$ cat src/rtl/conv_post_quant.sv
// conv_post_quant: rescale, saturate and activate the adder-tree sum, then
// buffer results in a small ready/valid FIFO.
// Optional feature: define CONV_POST_HSWISH_EN to build the hard-swish
// multipliers for act_mode 3; otherwise mode 3 behaves as identity.
module conv_post_quant #(
  parameter int bitsize    = 14,
  parameter int FRAC_BITS  = 7,
  parameter int IN_W       = 19,
  parameter int OUT_SHIFT  = 0,
  parameter int FIFO_DEPTH = 8
) (
  input  logic                          clk,
  input  logic                          rst,
  input  logic signed [IN_W-1:0]        sum_in,
  input  logic                          sum_valid,
  input  logic [1:0]                    act_mode,
  output logic signed [bitsize-1:0]     out_data,
  output logic                          out_valid,
  input  logic                          out_ready,
  output logic [$clog2(FIFO_DEPTH):0]   fifo_count,
  output logic                          overflow_err
);

  localparam int SW = IN_W + 1;
  localparam int PW = $clog2(FIFO_DEPTH);
  localparam int CW = PW + 1;
  localparam logic signed [bitsize-1:0] SAT_HI = {1'b0, {(bitsize-1){1'b1}}};
  localparam logic signed [bitsize-1:0] SAT_LO = {1'b1, {(bitsize-1){1'b0}}};
  localparam logic signed [bitsize-1:0] SIX    = bitsize'(6 << FRAC_BITS);

  // ---------------- stage A: rescale with round-half-up ----------------
  logic signed [SW-1:0] sum_ext, s_next;
  logic signed [SW-1:0] a_s_reg;
  logic [1:0]           a_mode_reg;
  logic                 a_valid_reg;

  assign sum_ext = {sum_in[IN_W-1], sum_in};

  generate
    if (OUT_SHIFT == 0) begin : g_noshift
      assign s_next = sum_ext;
    end else begin : g_shift
      localparam logic signed [SW-1:0] HALF = SW'(1 << (OUT_SHIFT - 1));
      assign s_next = (sum_ext + HALF) >>> OUT_SHIFT;
    end
  endgenerate

  // Stage A register: rescaled sum with its activation mode
  always_ff @(posedge clk or negedge rst) begin
    if (!rst) begin
      a_valid_reg <= 1'b0;
      a_s_reg     <= '0;
      a_mode_reg  <= '0;
    end else begin
      a_valid_reg <= sum_valid;
      a_s_reg     <= s_next;
      a_mode_reg  <= act_mode;
    end
  end

  // ---------------- stage B: saturate and clamp ----------------
  logic signed [bitsize-1:0] x_sat, b_y_next, b_y_reg;
  logic                      b_valid_reg;

  // Saturate to the activation width, then apply ReLU / ReLU6 clamps
  always_comb begin
    x_sat = a_s_reg[bitsize-1:0];
    if (a_s_reg > SW'(SAT_HI))      x_sat = SAT_HI;
    else if (a_s_reg < SW'(SAT_LO)) x_sat = SAT_LO;
    b_y_next = x_sat;
    if ((a_mode_reg == 2'd1 || a_mode_reg == 2'd2) && x_sat < 0) b_y_next = '0;
    else if (a_mode_reg == 2'd2 && x_sat > SIX)                  b_y_next = SIX;
  end

`ifdef CONV_POST_HSWISH_EN
  logic b_hs_reg;
`endif

  // Stage B register: clamped activation input
  always_ff @(posedge clk or negedge rst) begin
    if (!rst) begin
      b_valid_reg <= 1'b0;
      b_y_reg     <= '0;
`ifdef CONV_POST_HSWISH_EN
      b_hs_reg    <= 1'b0;
`endif
    end else begin
      b_valid_reg <= a_valid_reg;
      b_y_reg     <= b_y_next;
`ifdef CONV_POST_HSWISH_EN
      b_hs_reg    <= (a_mode_reg == 2'd3);
`endif
    end
  end

  // ---------------- stage C: optional hard-swish ----------------
  logic signed [bitsize-1:0] c_y_next, c_y_reg;
  logic                      c_valid_reg;

`ifdef CONV_POST_HSWISH_EN
  localparam int RW = bitsize + 1;
  localparam int MW = bitsize + RW;
  localparam int QW = MW + 18;
  localparam logic signed [RW-1:0] SIX_R = RW'(6 << FRAC_BITS);
  logic signed [RW-1:0]      xr_sum, r_val;
  logic signed [MW-1:0]      xr_prod, p_val;
  logic signed [QW-1:0]      q_val, y_wide;
  logic signed [bitsize-1:0] hs_y;

  // x * relu6(x+3) / 6, with 1/6 approximated as 21845 / 2^17
  always_comb begin
    xr_sum = RW'(b_y_reg) + RW'(3 << FRAC_BITS);
    r_val  = xr_sum;
    if (xr_sum < 0)          r_val = '0;
    else if (xr_sum > SIX_R) r_val = SIX_R;
    xr_prod = MW'(b_y_reg) * MW'(r_val);
    p_val   = xr_prod >>> FRAC_BITS;
    q_val   = QW'(p_val) * QW'(21845) + QW'(65536);
    y_wide  = q_val >>> 17;
    hs_y    = y_wide[bitsize-1:0];
    if (y_wide > QW'(SAT_HI))      hs_y = SAT_HI;
    else if (y_wide < QW'(SAT_LO)) hs_y = SAT_LO;
    c_y_next = b_hs_reg ? hs_y : b_y_reg;
  end
`else
  assign c_y_next = b_y_reg;
`endif

  // Stage C register: final activation waiting for the FIFO
  always_ff @(posedge clk or negedge rst) begin
    if (!rst) begin
      c_valid_reg <= 1'b0;
      c_y_reg     <= '0;
    end else begin
      c_valid_reg <= b_valid_reg;
      c_y_reg     <= c_y_next;
    end
  end

  // ---------------- output FIFO ----------------
  logic signed [bitsize-1:0] mem [FIFO_DEPTH];
  logic [PW-1:0]             wr_ptr_reg, rd_ptr_reg, rd_ptr_next;
  logic [CW-1:0]             count_reg, count_next;
  logic signed [bitsize-1:0] out_data_reg, head_next;
  logic                      overflow_reg;
  logic                      full, pop, push, drop;

  assign out_valid    = (count_reg != '0);
  assign full         = (count_reg == CW'(FIFO_DEPTH));
  assign pop          = out_valid && out_ready;
  assign push         = c_valid_reg && (!full || pop);
  assign drop         = c_valid_reg && full && !pop;
  assign rd_ptr_next  = pop ? rd_ptr_reg + PW'(1) : rd_ptr_reg;
  assign out_data     = out_data_reg;
  assign fifo_count   = count_reg;
  assign overflow_err = overflow_reg;

  // Next occupancy and next head; a write into an empty-after-pop FIFO
  // is forwarded so the head register never reads a stale slot
  always_comb begin
    count_next = count_reg;
    if (push && !pop)      count_next = count_reg + CW'(1);
    else if (pop && !push) count_next = count_reg - CW'(1);
    head_next = mem[rd_ptr_next];
    if (push && (count_reg == CW'(pop))) head_next = c_y_reg;
  end

  // Storage array write port
  always_ff @(posedge clk) begin
    if (push) mem[wr_ptr_reg] <= c_y_reg;
  end

  // Pointers, occupancy, registered head and sticky overflow flag
  always_ff @(posedge clk or negedge rst) begin
    if (!rst) begin
      wr_ptr_reg   <= '0;
      rd_ptr_reg   <= '0;
      count_reg    <= '0;
      out_data_reg <= '0;
      overflow_reg <= 1'b0;
    end else begin
      if (push) wr_ptr_reg <= wr_ptr_reg + PW'(1);
      rd_ptr_reg <= rd_ptr_next;
      count_reg  <= count_next;
      if (count_next != '0) out_data_reg <= head_next;
      if (drop) overflow_reg <= 1'b1;
    end
  end

endmodule

$ cat config.mk
export PLATFORM = sky130hd
export DESIGN_NAME = conv_post_quant
export DESIGN_NICKNAME = d
export VERILOG_FILES = /design/src/rtl/conv_post_quant.sv
export SDC_FILE = /design/constraint.sdc
export NUM_CORES = 1
export LEC_CHECK = 0
export BUFFER_PORTS_ARGS = -buffer_cell sky130_fd_sc_hd__buf_2
export CORE_ASPECT_RATIO = 0.5
export CORE_MARGIN = 2
export CORE_UTILIZATION = 40
export CTS_BUF_LIST = sky130_fd_sc_hd__clkbuf_4
export CTS_CLUSTER_SIZE = 10
export DETAILED_ROUTE_END_ITERATION = 7
export PLACE_DENSITY = 0.65
export SLEW_MARGIN = 20
export SYNTH_ARGS = -nofsm -noshare
export SYNTH_HDL_FRONTEND = slang
export SYNTH_SLANG_ARGS = --single-unit
$ cat constraint.sdc
create_clock -name clk -period 3.1 [get_ports clk]
set_input_delay 0.155 -clock clk [delete_from_list [all_inputs] [get_ports clk]]
set_output_delay 0.155 -clock clk [all_outputs]
set_load 0.02 [all_outputs]
# Word-level counts from Yosys, hierarchy flattened
# Memories as Yosys holds them, arrays and structs flattened.
# Cells that the tools add are included.
# totals
regBits	77
ram_bits	112
output_inout_bits	20
elab_cells	51
mem_count	1
# classes
n_addsub	4
order_cmp	4
eq_ne	4
muxes	10
n_reduce_logical	16
# mem_list
memory	depth	word_bits	rd	rd_ports_with_merged_regs	wr	line	source
mem	8	14	1	0	1	141	logic signed [bitsize-1:0] mem [FIFO_DEPTH];
# op_table
cell	n
two-way mux 14 bit	5
greater-than comparator 19 x 14 -> 1 bit, second input constant	1
less-than comparator 19 x 14 -> 1 bit, second input constant	1
greater-than comparator 14 x 11 -> 1 bit, second input constant	1
less-than comparator 14 x 1 -> 1 bit, second input constant	1
logical AND 1 bit	9
two-way mux 4 bit	2
nonzero test 4 bit	2
adder 3 x 1 -> 3 bit, second input constant	2
adder 4 x 1 -> 4 bit, second input constant	1
equality test 4 x 1 -> 1 bit	1
equality test 4 bit, second input constant	1
subtractor 4 x 1 -> 4 bit, second input constant	1
logical NOT 1 bit	3
two-way mux 3 bit	1
equality test 2 x 1 -> 1 bit, second input constant	1
equality test 2 bit, second input constant	1
logical OR 1 bit	2
two-way mux 1 bit	2

# Depth between registers and ports, before layout
# logic_depth
word_depth	9
depth_mapped	11
mapped_depth_nobuf	9

# Worst setup path after synthesis
# No wires, ideal clock.
# synth_path
path_kind	flip-flop to flip-flop
start	reg count_reg[0] (netlist: fifo_count[0])
end	mem mem[0][0] (enable)
setup_time_ns	0.421
arrival_time_ns	2.611
t_required_ns	2.679
path_slack_ns	0.068
stages_incl_launch_ff	6
path_buffers	0
cell_sequence	dfrtp_1 -> inv_1 -> ha_1 -> nand4bb_1 -> nand2_1 -> nor4_1
# synth_between
elab_chain_len	6
word_cells_on_any_way	8
classes_between	eq/ne: 1; mux: 2; reduce/logical: 5
# synth_rtl
element	line	source
from (decl)	143	logic [CW-1:0] count_reg, count_next;
from (signal assigned)	184	count_reg <= count_next;
equality test 4 bit / nonzero test 4 bit (equally long branches)	149, 148	
logical NOT 1 bit / logical AND 1 bit (equally long branches)	151, 150	
logical OR 1 bit *	151	assign push = c_valid_reg && (!full || pop);
logical AND 1 bit *	151	
two-way mux 1 bit *	170	if (push) mem[wr_ptr_reg] <= c_y_reg;
two-way mux 1 bit (not written as such) *	170	
to (decl)	141	
# Every way passes the cells marked *; elsewhere a longest branch is shown, timed or not.

# Worst setup path after layout
# layout_path
start	reg count_reg[1] (netlist: fifo_count[1])
end	reg out_data_reg[1] (netlist: out_data[1])
# layout_between
elab_chain_len	9
word_cells_on_any_way	20
classes_between	add/sub: 2; eq/ne: 2; mux: 4; reduce/logical: 11; memory: 1
# layout_rtl
element	line	source
equality test 4 bit / nonzero test 4 bit (equally long branches)	149, 148	
logical NOT 1 bit / logical AND 1 bit (equally long branches)	151, 150	
logical OR 1 bit	151	
logical AND 1 bit	151	
logical NOT 1 bit	163	else if (pop && !push) count_next = count_reg - CW'(1);
logical AND 1 bit	163	
two-way mux 4 bit	163	
two-way mux 4 bit *	162	if (push && !pop) count_next = count_reg + CW'(1);
via count_next[2]	143	
nonzero test 4 bit *	185	if (count_next != '0) out_data_reg <= head_next;
to (signal assigned)	185	
to (decl)	144	logic signed [bitsize-1:0] out_data_reg, head_next;
# Mark *: on every way through the listed nets, which the timed path passes. The rest lies on a longest branch.
# A chain may end at the register's enable or synchronous reset.

==> flow_summary_export.csv <==
group,metric,value,unit
power,switching_share,35.90,%
synthesis,synth_cell_types,54,
setup_path,path_delay_family,"simple AND/OR/NAND/NOR gates",
power,comb_power_share,35.7,%
timing,worst_pin_slew,707.3,ps
place,gp_congestion,0.7718,
setup_path,cpMaxStageDelayCell,"or4_1",
setup_path,cp_max_fo,28,
synthesis,yosys_register_bits,189,
global_route,grt_pass1_wl,23090,um
setup_path,crit_type,"reg -> reg",
setup_path,crit_required,3500,ps
clock_tree,clock-sinks,189,
setup_path,end_kind,"register",
detailed_routing,wl,14360,um
synthesis,ys.flop_type,"edfxtp_1",
global_route,grt_max_degree,78,
clock_tree,cts-htree-levels,4,
timing,rsz0062_at_grt,"no",
power,p_int,4.787,mW
timing,tns,0,ps
synthesis,synth_cells,524,
die,die_w,193.9,um
synthesis,yosysSeqAreaShare,73.33,%
global_route,grtUsageMet2,25.25,%
synthesis,yosysTopAreaCellShare,46.62,%
timing,hold_viol_final,0,
cells_and_area,final_nets,636,
hold_path,hold_class,"in -> async",
die,die-area,0.01919,sq mm
detailed_routing,ant_nets,0,
power,p_clk_share,18.6,%
global_route,met1_usage,21.67,%
power,pwr-share-seq,45.7,%
setup_path,cp-start-kind,"register",
clock_tree,clkTransAtPathRegs,150,ps
global_route,grt_busiest_layer,"met2",
timing,finalMaxSlewViolations,0,
flow_run,cap_violations,0,
synthesis,avgSynthCellArea,13.77,sq um
die,ios,45,
clock_tree,cts_root_buffer,"clkbuf_4",
synthesis,synthTopCellsByArea,"edfxtp_1 (47%), dfrtp_1 (27%), nand2_1 (5.0%)",
timing,fmax,360.7,MHz
die,core_region_area,0.01753,sq mm
timing,skew,20.42,ps
clock_tree,cts_tree,"done",
detailed_routing,drc,0,
global_route,grtUsageTotal,15.75,%
place,portBuffers,44,
synthesis,yosysTopAreaCell,"edfxtp_1",
global_route,grt_overflow,0,
detailed_routing,vias,4391,
global_route,grt_antenna_before_repair,0,
timing,finalCritPeriodShare,89.43,%
power,power.density,890.1,mW/mm^2
power,ir_drop,0.4529,mV
detailed_routing,first_pass_iters,4,
cells_and_area,largest_register_ffs,112,
synthesis,syn_nets,554,
synthesis,synth_area,0.007214,sq mm
die,initial_utilization,41.16,%
global_route,grtUsageMet3,3.012,%
synthesis,synth_edf_count,112,
timing,setup_violations,0,
synthesis,yosysMostFrequentCell,"edfxtp_1",
detailed_routing,routedWlPerCell,16.84,um
cells_and_area,num_antenna_cells,0,
place,dpl.hpwl,8270,um
setup_path,slowest_delay,540,ps
die,num_rows,34,
status,outcome,"finished, final reports clean",
timing,post-route-min-period,2772,ps
clock_tree,cts-buffers-inserted,17,
synthesis,synthTopCellsByCount,"edfxtp_1 (112), nand2_1 (96), dfrtp_1 (77), nor2_1 (33), a21oi_1 (29)",
clock_tree,clockBufferDepth,2,
timing,max_slew_margin,52.84,%
power,total_power,7.469,mW
detailed_routing,viasPerCell,5.148,
clock_tree,clk_latency,530,ps
setup_path,path_buf_inv,2,
cells_and_area,drive_gt1_share,18.09,%
setup_path,cp_cell_sequence,"inv_1 > ha_1 > nor4bb_1 > a211o_1 > a221o_1 > or4_1 > buf_4 > nor2_1 > a21oi_1",
power,netSwitchingPower,2.682,mW
power,p_leak,3.205,nW
global_route,grt_pass1_vias,4299,
setup_path,cp.arrival,3180,ps
detailed_routing,drt-initial-drc-count,369,
die,fp.dieH,98.97,um
synthesis,yosys_warnings,0,
cells_and_area,area_growth,16.30,%
synthesis,async_flop_share,40.74,%
clock_tree,post-cts-setup-buffers,0,
## per-stage QoR
stage	setup WS (ps)	std cells	hold slack (ps)	instance area [sq um]	utilization, %
after floorplan	67.94	524	-140.6	7214	-
after CTS	228.8	853	201.8	8383	47.83
after detailed placement	290.7	797	264.3	7841	44.74
after global placement	334.5	797	262.7	7841	44.74
after global routing	98.61	853	181.6	8391	47.87
final	327.8	853	214.7	8391	47.87
## layout by cell type, fill, tap and decap left out, types with 9 or more instances in the layout
master / count
nor2_1: 33
mux2i_1: 15
clkbuf_4: 18
inv_1: 9
dfrtp_1: 77
dlygate4sd3_1: 24
nand2_1: 96
edfxtp_1: 112
nand3_1: 16
a21oi_1: 29
a31oi_1: 15
a32oi_1: 28
buf_2: 43
buf_4: 17
## routing by layer
| metal | wire length, um | share of wire, % | up-vias |
|---|---|---|---|
| li1 | - | - | 2097 |
| met1 | 6398 | 45 | 2143 |
| met2 | 6726 | 47 | 138 |
| met3 | 1100 | 7.7 | 13 |
| met4 | 138 | 0.96 | 0 |
| met5 | 0 | 0 | - |
## power groups by stage
stage	clock, mW	sequential [mW]	combinational [mW]
6_report	1.39	3.41	2.66
5_1_grt	1.54	3.47	2.91
4_1_cts	1.42	3.42	2.67
3_5_place_dp	0	3.48	2.64
3_3_place_gp	0	3.46	2.59
2_1_floorplan	0	3.56	1.62
## worst paths after layout
check	start	to	slack, ps	cells after the start
setup / recovery	fifo_count[1]$_DFF_PN0_	out_data[1]$_DFFE_PN0P_	330	9
hold / removal	rst	a_mode_reg[0]$_DFF_PN0_	210	2
setup reg to reg	fifo_count[1]$_DFF_PN0_	out_data[1]$_DFFE_PN0P_	330	9
hold reg to reg	b_y_reg[2]$_DFF_PN0_	c_y_reg[2]$_DFF_PN0_	360	0
max in group asynchronous	rst	rd_ptr_reg[2]$_DFF_PN0_	2410	2
min in group clk	sum_in[11]	a_s_reg[11]$_DFF_PN0_	250	2
## cells by family (layout without fill, tap and decap cells)
family,count (synthesis),in the layout,share of synthesized area [%]
flip-flops,189,189,73.33
AND/OR/NAND/NOR,182,182,11.64
AO/OA/AOI/OAI,91,91,8.949
buffers and inverters,38,133,2.619
multiplexers,16,16,2.237
adder cells (fa/ha/maj),5,5,0.8672
XOR/XNOR,3,3,0.3643
## area by class of cell
class                      count  area (sq um)
tap                          234         292.8
sequential                   189          5290
multi-input combinational    297          1767
inverter                      11         45.04
fill                        1529          9136
timing repair buffer          90         694.4
clock inverter                14         166.4
clock buffer                  18         135.1
## worst reg2reg max path, delay by kind of cell, from the launching register on
kind	cells	cell delay, ps
AND/OR/NAND/NOR	3	850
adder cells (fa/ha/maj)	1	290
buffers and inverters	2	360
flip-flops	1	480
AO/OA/AOI/OAI	3	680
## timing repair
item                                   in CTS  in global routing
hold buffers                               24                  0
resized for setup                           0                  1
endpoints found under the hold margin     100                  0
setup endpoints to repair                   0                  1
No activity file was read; power rests on OpenSTA's default activity.
